`config.mk`:
```
export PLATFORM = sky130hd
export DESIGN_NAME = hazard_control_unit
export DESIGN_NICKNAME = d
export VERILOG_FILES = /design/src/rtl/hazard_pkg.sv /design/src/rtl/hazard_timeout_counter.sv /design/src/rtl/hazard_control_unit.sv
export SDC_FILE = /design/constraint.sdc
export NUM_CORES = 1
export LEC_CHECK = 0
export ABC_AREA = 1
export BUFFER_PORTS_ARGS = -buffer_cell sky130_fd_sc_hd__buf_2
export CAP_MARGIN = 20
export CELL_PAD_IN_SITES_DETAIL_PLACEMENT = 1
export CELL_PAD_IN_SITES_GLOBAL_PLACEMENT = 1
export CORE_ASPECT_RATIO = 0.6
export CORE_MARGIN = 2
export CORE_UTILIZATION = 32
export CTS_CLUSTER_DIAMETER = 100
export CTS_CLUSTER_SIZE = 12
export DETAILED_ROUTE_END_ITERATION = 8
export GPL_ROUTABILITY_DRIVEN = 1
export GPL_TIMING_DRIVEN = 0
export PLACE_DENSITY_LB_ADDON = 0.12
export SYNTH_ARGS = -nofsm -noshare
export SYNTH_HDL_FRONTEND = slang
export SYNTH_SLANG_ARGS = --single-unit
```
`constraint.sdc`:
```
create_clock -name Clk -period 5.1 [get_ports Clk]
set_input_delay 1.53 -clock Clk [delete_from_list [all_inputs] [get_ports Clk]]
set_output_delay 1.53 -clock Clk [all_outputs]
set_load 0.01 [all_outputs]
```
`src/rtl/hazard_pkg.sv`:
```
// Shared types and default constants for the pipeline hazard control unit.
package hazard_pkg;

  // Top-level control FSM states.
  typedef enum logic [1:0] {
    RUN      = 2'd0,
    FLUSH    = 2'd1,
    MEM_WAIT = 2'd2
  } hazard_state_t;

  // Default number of IF/ID flush cycles per taken branch (1..7).
  localparam int unsigned BRANCH_SLOTS_DEFAULT = 1;

  // Default consecutive MemBusy cycles before MemError sets (2..255).
  localparam int unsigned MEM_TIMEOUT_DEFAULT  = 16;

  // Width of the slot counter, enough for BRANCH_SLOTS up to 7.
  localparam int unsigned SLOT_W    = 3;

  // Width of the timeout counter, enough for MEM_TIMEOUT up to 255.
  localparam int unsigned TIMEOUT_W = 8;

endpackage

```
`src/rtl/hazard_timeout_counter.sv`:
```
// Saturating counter of consecutive enabled cycles. expired_o is high in the
// cycle whose closing edge brings the count up to (or keeps it at) the limit,
// so a register fed from it sets on exactly that edge.
module hazard_timeout_counter
  import hazard_pkg::*;
#(
  parameter int unsigned WIDTH = TIMEOUT_W
) (
  input  logic             Clk,
  input  logic             Reset,
  input  logic             enable_i,
  input  logic             clear_i,
  input  logic [WIDTH-1:0] limit_i,
  output logic             expired_o
);

  logic [WIDTH-1:0] cnt_q;
  logic [WIDTH:0]   cnt_inc;

  // One extra bit so the increment cannot wrap when the count sits at all-ones.
  assign cnt_inc   = {1'b0, cnt_q} + (WIDTH+1)'(1);
  assign expired_o = enable_i && !clear_i && (cnt_inc >= {1'b0, limit_i});

  // Count enabled cycles, clear on request, hold once the limit is reached.
  always_ff @(posedge Clk) begin
    // NOTE: state registers use non-blocking assignments so every flop samples
    // pre-edge values regardless of the order the always blocks are evaluated.
    if (Reset) begin
      cnt_q <= '0;
    end else if (clear_i) begin
      cnt_q <= '0;
    end else if (enable_i && (cnt_q < limit_i)) begin
      cnt_q <= cnt_inc[WIDTH-1:0];
    end
  end

endmodule

```
`src/rtl/hazard_control_unit.sv`:
```
// Pipeline hazard control: load-use stall, taken-branch flush with a
// configurable number of flush slots, and memory-busy hold with a sticky
// timeout flag. Control outputs are combinational from state and inputs.
// Optional feature: define HAZARD_PERF_EN to build the StallCycles counter;
// without it StallCycles is tied to zero.
module hazard_control_unit
  import hazard_pkg::*;
#(
  parameter int unsigned BRANCH_SLOTS = BRANCH_SLOTS_DEFAULT,
  parameter int unsigned MEM_TIMEOUT  = MEM_TIMEOUT_DEFAULT
) (
  input  logic        Clk,
  input  logic        Reset,
  input  logic        IDEX_MemRead,
  input  logic [4:0]  IDEX_Rt,
  input  logic [4:0]  IFID_Rs,
  input  logic [4:0]  IFID_Rt,
  input  logic        BranchTaken,
  input  logic        MemBusy,
  output logic        PCWrite,
  output logic        IFIDWrite,
  output logic        IFIDFlush,
  output logic        IDEXBubble,
  output logic        MemError,
  output logic [31:0] StallCycles
);

  localparam logic [SLOT_W-1:0]    SLOT_RELOAD = SLOT_W'(BRANCH_SLOTS - 1);
  localparam logic [TIMEOUT_W-1:0] TMO_LIMIT   = TIMEOUT_W'(MEM_TIMEOUT);

  hazard_state_t     state_q, state_d;
  logic [SLOT_W-1:0] slot_q, slot_d;
  logic              mem_error_q;
  logic              load_use;
  logic              flush_mode;
  logic              timeout_hit;

  assign load_use = IDEX_MemRead && (IDEX_Rt != 5'd0) &&
                    ((IDEX_Rt == IFID_Rs) || (IDEX_Rt == IFID_Rt));

  // A non-zero slot count in MEM_WAIT means a flush was interrupted and
  // resumes as soon as memory is ready again.
  assign flush_mode = (state_q == FLUSH) ||
                      ((state_q == MEM_WAIT) && (slot_q != '0));

  // Decide this cycle's pipeline controls and the next FSM state.
  always_comb begin
    // NOTE: every output of this block gets a default first, so no path
    // through the if/else chain can leave a value unassigned and infer a latch.
    state_d    = state_q;
    slot_d     = slot_q;
    PCWrite    = 1'b1;
    IFIDWrite  = 1'b1;
    IFIDFlush  = 1'b0;
    IDEXBubble = 1'b0;

    if (Reset) begin
      // PC only honours its own reset while write-enabled.
      IFIDFlush  = 1'b1;
      IDEXBubble = 1'b1;
      state_d    = RUN;
      slot_d     = '0;
    end else if (MemBusy) begin
      // Freeze the whole front end; slot_q is kept so a flush can resume.
      PCWrite   = 1'b0;
      IFIDWrite = 1'b0;
      state_d   = MEM_WAIT;
    end else if (BranchTaken) begin
      IFIDFlush  = 1'b1;
      IDEXBubble = 1'b1;
      if (BRANCH_SLOTS > 1) begin
        state_d = FLUSH;
        slot_d  = SLOT_RELOAD;
      end else begin
        state_d = RUN;
        slot_d  = '0;
      end
    end else if (flush_mode) begin
      // Wrong-path instructions are being zeroed, so a load-use match against
      // the IF/ID contents is meaningless here and is not stalled on.
      IFIDFlush = 1'b1;
      if (slot_q <= SLOT_W'(1)) begin
        state_d = RUN;
        slot_d  = '0;
      end else begin
        state_d = FLUSH;
        slot_d  = slot_q - SLOT_W'(1);
      end
    end else begin
      state_d = RUN;
      if (load_use) begin
        PCWrite    = 1'b0;
        IFIDWrite  = 1'b0;
        IDEXBubble = 1'b1;
      end
    end
  end

  // FSM state and flush slot counter.
  always_ff @(posedge Clk) begin
    if (Reset) begin
      state_q <= RUN;
      slot_q  <= '0;
    end else begin
      state_q <= state_d;
      slot_q  <= slot_d;
    end
  end

  hazard_timeout_counter #(
    .WIDTH (TIMEOUT_W)
  ) u_timeout (
    .Clk       (Clk),
    .Reset     (Reset),
    .enable_i  (MemBusy),
    .clear_i   (!MemBusy),
    .limit_i   (TMO_LIMIT),
    .expired_o (timeout_hit)
  );

  // Sticky memory-timeout flag, cleared only by Reset.
  always_ff @(posedge Clk) begin
    if (Reset) begin
      mem_error_q <= 1'b0;
    end else if (timeout_hit) begin
      mem_error_q <= 1'b1;
    end
  end

  assign MemError = mem_error_q;

`ifdef HAZARD_PERF_EN
  logic [31:0] stall_cycles_q;

  // Count every cycle the PC is held; wraps naturally at 2^32.
  always_ff @(posedge Clk) begin
    if (Reset) begin
      stall_cycles_q <= '0;
    end else if (!PCWrite) begin
      stall_cycles_q <= stall_cycles_q + 32'd1;
    end
  end

  assign StallCycles = stall_cycles_q;
`else
  assign StallCycles = 32'd0;
`endif

endmodule

```
==> metrics, run 1 <==
multiplexer share of the synthesized area=0%; Pint=0.000227 W; first-pass iteration count of the detailed router=3; post-route insts no fill=approximately 280; Post-Synth XOR/XNOR Area=under 10%; Detailed Route WL=2.97 mm; ranking of synthesized cells by area=dfxtp_1 25%, buf_4 22%, nand2_1 13%; final net count=259; Multi-input gate area=617 um2; # H-tree levels=1; # diodes=0; Mapped Area=approximately 1100 um2; I/O Pins=57; largest net degree at the start of global routing=9; Synth Area in Compound Gates=roughly a tenth; period utilization=approximately four fifths; DR iter-0 viols=15; Peak VDD IR=~0.00013 V; final worst setup slack=between 1 and 1.5 ns; Leak=0.867 nW; DRC=0; Die Area=slightly above 4000 um2; Worst R2R Path Depth=10; switching share of power=a little under a third; total number of vias=about 1100; CP Class=input pin to primary output; first-pass GRT wire length=4.85 mm; sequential area share after synthesis=about 25%; Num Clock Sinks=14; total grt overflow=0; Slew Limit Fails=0; pre-CTS setup slack=slightly above 1 ns; Synth Area in Adders=4.39%; vias in the first global route=roughly 1100; worst path arrival time=~2.5 ns; Final Cell Area=~1500 um2; #FFs+latches synth=14; CTS Buf Count=3; combinational power share=30.4%; Die Ht=between 50 and 60 um; post-detail-place hpwl=around 2.5 mm; CTS tree=done; hold-fix buffers at CTS=0; setup TNS=0 ns; Worst setup SP type=input pin; Sequential Area=280 um2; # port buffers=24; area share of the largest cell type after synthesis=about a quarter; Yosys top cell by area=dfxtp_1; clock tree buffer depth=2; Vias/cell=~4.1; Hold Slack=0.440 ns; Psw=between 0.0001 and 0.00015 W; drt wl/cell=10.6 um; Rows=16; die width=81.1 um; PwrDens=roughly 220 nW/um2; Hold Vio Cnt, Final=0; Clk pwr share=33.5%; Placed Cells=about 280; P&R area growth vs syn=30.5%; Placed Area=roughly 1400 um2; HP Class=flip-flop to flip-flop; initial cell density of the core=about a third; min Tclk post-route=a little over 4 ns; Clock Skew=0.00171 ns; GR Util All Layers=approximately 16%; Core ar.=~3300 um2; Root Buffer=clkbuf_8; Final ANT Viol Nets=0; RSZ-0062 raised after global routing=false; status=finished, final reports clean; share of layout cells above drive strength 1=31.6%; Max Cap Viol=0; Hold Path Depth=2; simple-gate share of the synthesized area=28.1%; initial antenna violation count=0; Unique masters post-synth=24; worst skew pair latency=about 0.25 ns; YS warnings=0; CP max FO=4; Peak Freq=about 250 MHz; Filler Cells Inserted=467; clk slew on worst S/H paths=0.06 ns; sequential share of power=36.0%; CTS resizes=0; synthesized instance count=approximately 180; postcts setup bufs=0; # setup viols final=0; gpl congestion=about 0.74; Worst EP required=3.57 ns; combinational family with the most area after synthesis=buffers and inverters; Crit. End Element=primary output; post-synthesis average cell area=6.52 um2
area by class of cell:
class	count	share of cell area, %
inverter	30	7.56
timing repair buffer	24	8.07
multi-input combinational	129	41.4
buffer	33	16.6
clock buffer	4	3.70
tap	45	3.78
sequential	14	18.8
registers in the layout (all words and copies together) (netlist names):
signal           cells
u_timeout.cnt_q      8
slot_q               3
state_q              2
MemError             1
cells in the mapped netlist (all sizes together):
| library cell | number |
|---|---|
| inv | 29 |
| nand2 | 42 |
| dfxtp | 14 |
| o31ai | 1 |
| clkinv | 1 |
| o211ai | 2 |
| or2 | 1 |
| nor3 | 1 |
| xnor2 | 2 |
| o21ai | 6 |
| a21oi | 8 |
| nor2 | 21 |
| buf | 33 |
| nand3 | 9 |
| conb | 1 |
| ha | 4 |
through the flow:
stage | total power, W | utilization [%]
after floorplan | 0.000194 | -
after global placement | 0.000214 | 43.1
after detailed placement | 0.000221 | 43.1
after CTS | 0.000332 | 44.8
after global routing | 0.000352 | 44.8
final | 0.000332 | 44.8
layer usage:
| metal | vias up | wire length (um) | track usage, % |
|---|---|---|---|
| met3 | 9 | 230 | 3.96 |
| met1 | 505 | 1190 | 16.5 |
| met5 | - | 0 | 0 |
| met2 | 41 | 1480 | 28.9 |
| met4 | 0 | 76 | 6.78 |
| li1 | 583 | - | - |
kinds of logic (layout without fill, tap and decap cells):
| logic type | Yosys count | in the layout |
|---|---|---|
| AO/OA/AOI/OAI | 17 | 17 |
| XOR/XNOR | 2 | 2 |
| adder cells (fa/ha/maj) | 4 | 4 |
| buffers and inverters | 63 | 91 |
| flip-flops | 14 | 14 |
| other | 1 | 32 |
| AND/OR/NAND/NOR | 74 | 74 |
critical path: stages:
cell and delay (ns):
buf_2 0.11, inv_1 0.05, nand2_1 0.05, nand2_1 0.05
nor2_1 0.11, nand3_1 0.09, nand2_1 0.10, nand3_1 0.08
nand2_1 0.07, inv_1 0.05, buf_4 0.12, buf_2 0.13
power by group through the flow:
stage           logic, W  registers [W]  clock network (W)
6_report        0.000101       0.000120           0.000111
5_1_grt         0.000113       0.000121           0.000119
4_1_cts         0.000100       0.000120           0.000112
3_5_place_dp   0.0000995       0.000122                  0
3_3_place_gp   0.0000923       0.000121                  0
2_1_floorplan  0.0000732       0.000121                  0
layout by cell type, fill, tap and decap left out, types with 3 or more instances in the layout:
cell type and count:
conb_1 32, nor2_1 19, a21oi_1 7, nand3_1 7
o21ai_0 3, clkbuf_8 4, buf_4 33, nand2_1 39
ha_1 4, buf_2 24, inv_1 28, nand2_2 3
dfxtp_1 14
worst paths after layout:
check / startpoint / endpoint / slack, ns
setup / recovery: IDEX_Rt[4] / PCWrite / 1.04
hold / removal: u_timeout.cnt_q[7] / u_timeout.cnt_q[7] / 0.44
setup reg to reg: slot_q[0] / slot_q[2] / 3.66
hold reg to reg: u_timeout.cnt_q[7] / u_timeout.cnt_q[7] / 0.44
Note: power is estimated with default switching activity, not from simulation.
==> run 2: changes to the inputs <==
--- a/config.mk
+++ b/config.mk
@@ -5,14 +5,14 @@
 export SDC_FILE = /design/constraint.sdc
 export NUM_CORES = 1
 export LEC_CHECK = 0
-export ABC_AREA = 1
+export ABC_AREA = 0
 export BUFFER_PORTS_ARGS = -buffer_cell sky130_fd_sc_hd__buf_2
 export CAP_MARGIN = 20
 export CELL_PAD_IN_SITES_DETAIL_PLACEMENT = 1
 export CELL_PAD_IN_SITES_GLOBAL_PLACEMENT = 1
 export CORE_ASPECT_RATIO = 0.6
 export CORE_MARGIN = 2
-export CORE_UTILIZATION = 32
+export CORE_UTILIZATION = 31
 export CTS_CLUSTER_DIAMETER = 100
 export CTS_CLUSTER_SIZE = 12
 export DETAILED_ROUTE_END_ITERATION = 8
==> constraint.sdc (replaced) <==
create_clock -name Clk -period 3.9 [get_ports Clk]
set_input_delay 1.17 -clock Clk [delete_from_list [all_inputs] [get_ports Clk]]
set_output_delay 1.17 -clock Clk [all_outputs]
set_load 0.01 [all_outputs]
==> run 2 against run 1 <==
  * Sequential share of layout area is 0.86 points higher
  * Sequential power up 22%
  * Global-route usage decreased by 2.8 points
  * Critical endpoint unchanged
  * Final area fell by 4.4%
  * Highest routed layer unchanged
  * Via count shrank 21%
  * Core utilization fell by 1.4 points
  * Flip-flop and latch count unchanged
  * Clock skew is essentially flat
  * Worst setup slack got worse by 0.59 ns
  * First-iteration DRC count up 6.7%
==> metrics, run 2 <==
initial antenna violation count=0 (unchanged); Rows=16 (unchanged); Psw=0.000103 W (-1.9%); Yosys top cell by area=dfxtp_1; post-synthesis average cell area=8.82 um2 (+35%); Detailed Route WL=2.40 mm (-19%); Mapped Area=1080 um2 (-5.7%); Die Area=3970 um2 (-2.5%); CTS Buf Count=3 (unchanged); P&R area growth vs syn=32.3%; Peak VDD IR=0.0000945 V (-30%); Core ar.=3280 um2 (-1.2%); first-pass GRT wire length=3.97 mm (-18%); first-pass iteration count of the detailed router=4 (+1); CP max FO=3 (-1); total number of vias=899 (-21%); largest net degree at the start of global routing=9 (unchanged); Placed Cells=222 (-19%); biggest regs=u_timeout.cnt_q: 8 flops, slot_q: 3 flops, state_q: 2 flops; Largest Register=u_timeout.cnt_q; total grt overflow=0 (unchanged); post-route insts no fill=226 (-19%); clock tree buffer depth=2 (unchanged); # port buffers=24 (unchanged); postcts setup bufs=0 (unchanged); R2R Path End=slot_q[0]; # setup viols final=0 (unchanged); PwrDens=269 nW/um2 (+21%); ranking of synthesized cells by area=dfxtp_1 26%, buf_4 23%, xor2_1 11%; switching share of power=26.9% (-4.8 points); CP Cell Sequence=buf_2, xor2_1, nor3_1, a22oi_1, o21a_1, buf_4, buf_2; DR iter-0 viols=16 (+1); pre-CTS setup slack=0.448 ns (-0.569 ns); Hold Vio Cnt, Final=0 (unchanged); layer carrying the most global-route usage=met2; Placed Area=1370 um2 (-4.5%); Num Clock Sinks=14 (unchanged); most common cell after layout, fill and taps aside=buf_4; worst skew pair latency=0.25 ns (about the same); hold-fix buffers at CTS=0 (unchanged); Final Cell Area=1420 um2 (-4.4%); asr flop ratio synth=0% (unchanged); Peak Freq=between 200 and 300 MHz; Largest register FFs=8 (unchanged); initial cell density of the core=32.8% (-1.6 points); top-count cell post-synth=buf_4; period utilization=88.5%; combinational power share=23.9% (-6.5 points); setup TNS=0 ns (unchanged); final net count=206 (-20%); CP peak stage delay=0.22 ns (+0.09 ns); drt wl/cell=10.6 um (-0.13%); Worst EP required=2.73 ns (-0.84 ns); Worst R2R Path Depth=6 (-4); reg2reg setup slack=2.35 ns (-1.31 ns); sequential area share after synthesis=26.0% (+1.5 points); HP Class=flip-flop to flip-flop; area share of the largest cell type after synthesis=26.0% (+1.5 points); Worst Setup SP=IDEX_Rt[2]; #FFs+latches synth=14 (unchanged); Slew Limit Fails=0 (unchanged); dominant synthesized flop cell=dfxtp_1; CTS resizes=0 (unchanged); RSZ-0062 raised after global routing=false; YS warnings=0 (unchanged); gpl congestion=0.712 (-3.7%); Leak=0.778 nW (-10%); I/O Pins=57 (unchanged); final worst setup slack=0.447 ns (-0.593 ns); most used cell along the critical path=buf_2; crit path max-delay cell type=nor3_1; Final Power=0.000383 W (+15%); clk slew on worst S/H paths=0.06 ns (about the same); GR Util met2=20.8% (-8.1 points); Crit. End Element=primary output; post-detail-place hpwl=2.09 mm (-17%); min Tclk post-route=roughly 3.5 ns; met3 usage=3.66% (-0.29 points); Vias/cell=3.98 (-2.5%); Worst setup SP type=input pin; Final ANT Viol Nets=0 (unchanged); # diodes=0 (unchanged); most frequent cells in the layout=33 x buf_4, 32 x conb_1, 24 x buf_2, 14 x dfxtp_1, 13 x xor2_1; Die Ht=49.6 um (-1.2%); vias in the first global route=905 (-21%); Clk pwr share=37.7% (+4.2 points); worst path arrival time=2.28 ns (-0.25 ns); worst r2r src=slot_q[1]; CP Class=input pin to primary output; Max Cap Viol=0 (unchanged); CTS tree=done; status=finished, final reports clean; die width=80.1 um (-1.3%); share of layout cells above drive strength 1=37.0% (+5.4 points); synthesized instance count=122 (-30%); EDFF count, synth=0 (unchanged); Pint=0.000280 W (+24%); # H-tree levels=1 (unchanged); sequential share of power=38.4% (+2.4 points); DRC=0 (unchanged); Root Buffer=clkbuf_8; met1 Usage GRT=16.6% (+0.034 points); Unique masters post-synth=34 (+42%); top cells by count, synth=33 x buf_4, 14 x dfxtp_1, 13 x xor2_1, 10 x nor2_1; GR Util All Layers=12.8% (-2.8 points); Clock Skew=0.00146 ns (-0.000248 ns); end of the critical path=PCWrite
-- run 2: changes by cell type after synthesis, moves of 4 or more --
cell / change
and2_1: +4
a21oi_1: -4
xor2_1: +13
nand3_1: -7
inv_1: -24
nor2_1: -9
nor3_1: +4
nand2_1: -38
-- run 2: metrics by stage --
stage | hold slack [ns] | util, %
floorplan | 0.451 | -
global placement | 0.458 | 41.7
detailed placement | 0.466 | 41.7
CTS | 0.483 | 43.4
global route | 0.498 | 43.4
finish | 0.478 | 43.4
-- run 2: worst max-delay path, delay by kind of cell --
kind / cells / cell delay, ns
buf+inv: 3 / 0.38
compound gates: 2 / 0.36
simple gates: 1 / 0.22
xor+xnor: 1 / 0.16
-- run 2: area by class of cell --
cell class,count,area [um2]
plain buffers,34,251
clock buffers,4,55.1
fillers,423,1860
inverters,5,18.8
multi-input cells,100,642
flip-flops and latches,14,280
well taps,45,56.3
repair buffers,24,120
-- run 2: kinds of logic (layout without fill, tap and decap cells) --
family | after synthesis | in the layout | share of synthesized area [%]
adder cells (fa/ha/maj) | 4 | 4 | 4.65
buffers and inverters | 39 | 67 | 25.1
XOR/XNOR | 13 | 13 | 10.6
flip-flops | 14 | 14 | 26.0
other | 1 | 32 | 0.349
AND/OR/NAND/NOR | 34 | 34 | 20.1
AO/OA/AOI/OAI | 14 | 14 | 9.88
multiplexers | 3 | 3 | 3.26
-- run 2: routing by layer --
layer	routed length, um	part of all wire [%]	vias to the layer above
li1	-	-	459
met1	1120	47	400
met2	1100	46	35
met3	158	6.6	5
met4	25	1.0	0
met5	0	0	-
-- run 2: how the worst min path moves through the flow --
stage,from,cells after the start,end
after floorplan,u_timeout.cnt_q[5],1,u_timeout.cnt_q[5]
after global placement,MemError,1,MemError
after detailed placement,MemError,1,MemError
after CTS,MemError,1,MemError
after global routing,u_timeout.cnt_q[5],1,u_timeout.cnt_q[5]
final,MemError,1,MemError
-- run 2: power groups by stage --
| stage | sequential [W] | combinational (W) | clock (W) |
|---|---|---|---|
| 5_1_grt | 0.000147 | 0.000102 | 0.000158 |
| 2_1_floorplan | 0.000150 | 0.0000669 | 0 |
| 4_1_cts | 0.000147 | 0.0000904 | 0.000151 |
| 6_report | 0.000147 | 0.0000916 | 0.000144 |
| 3_3_place_gp | 0.000150 | 0.0000882 | 0 |
| 3_5_place_dp | 0.000151 | 0.0000900 | 0 |
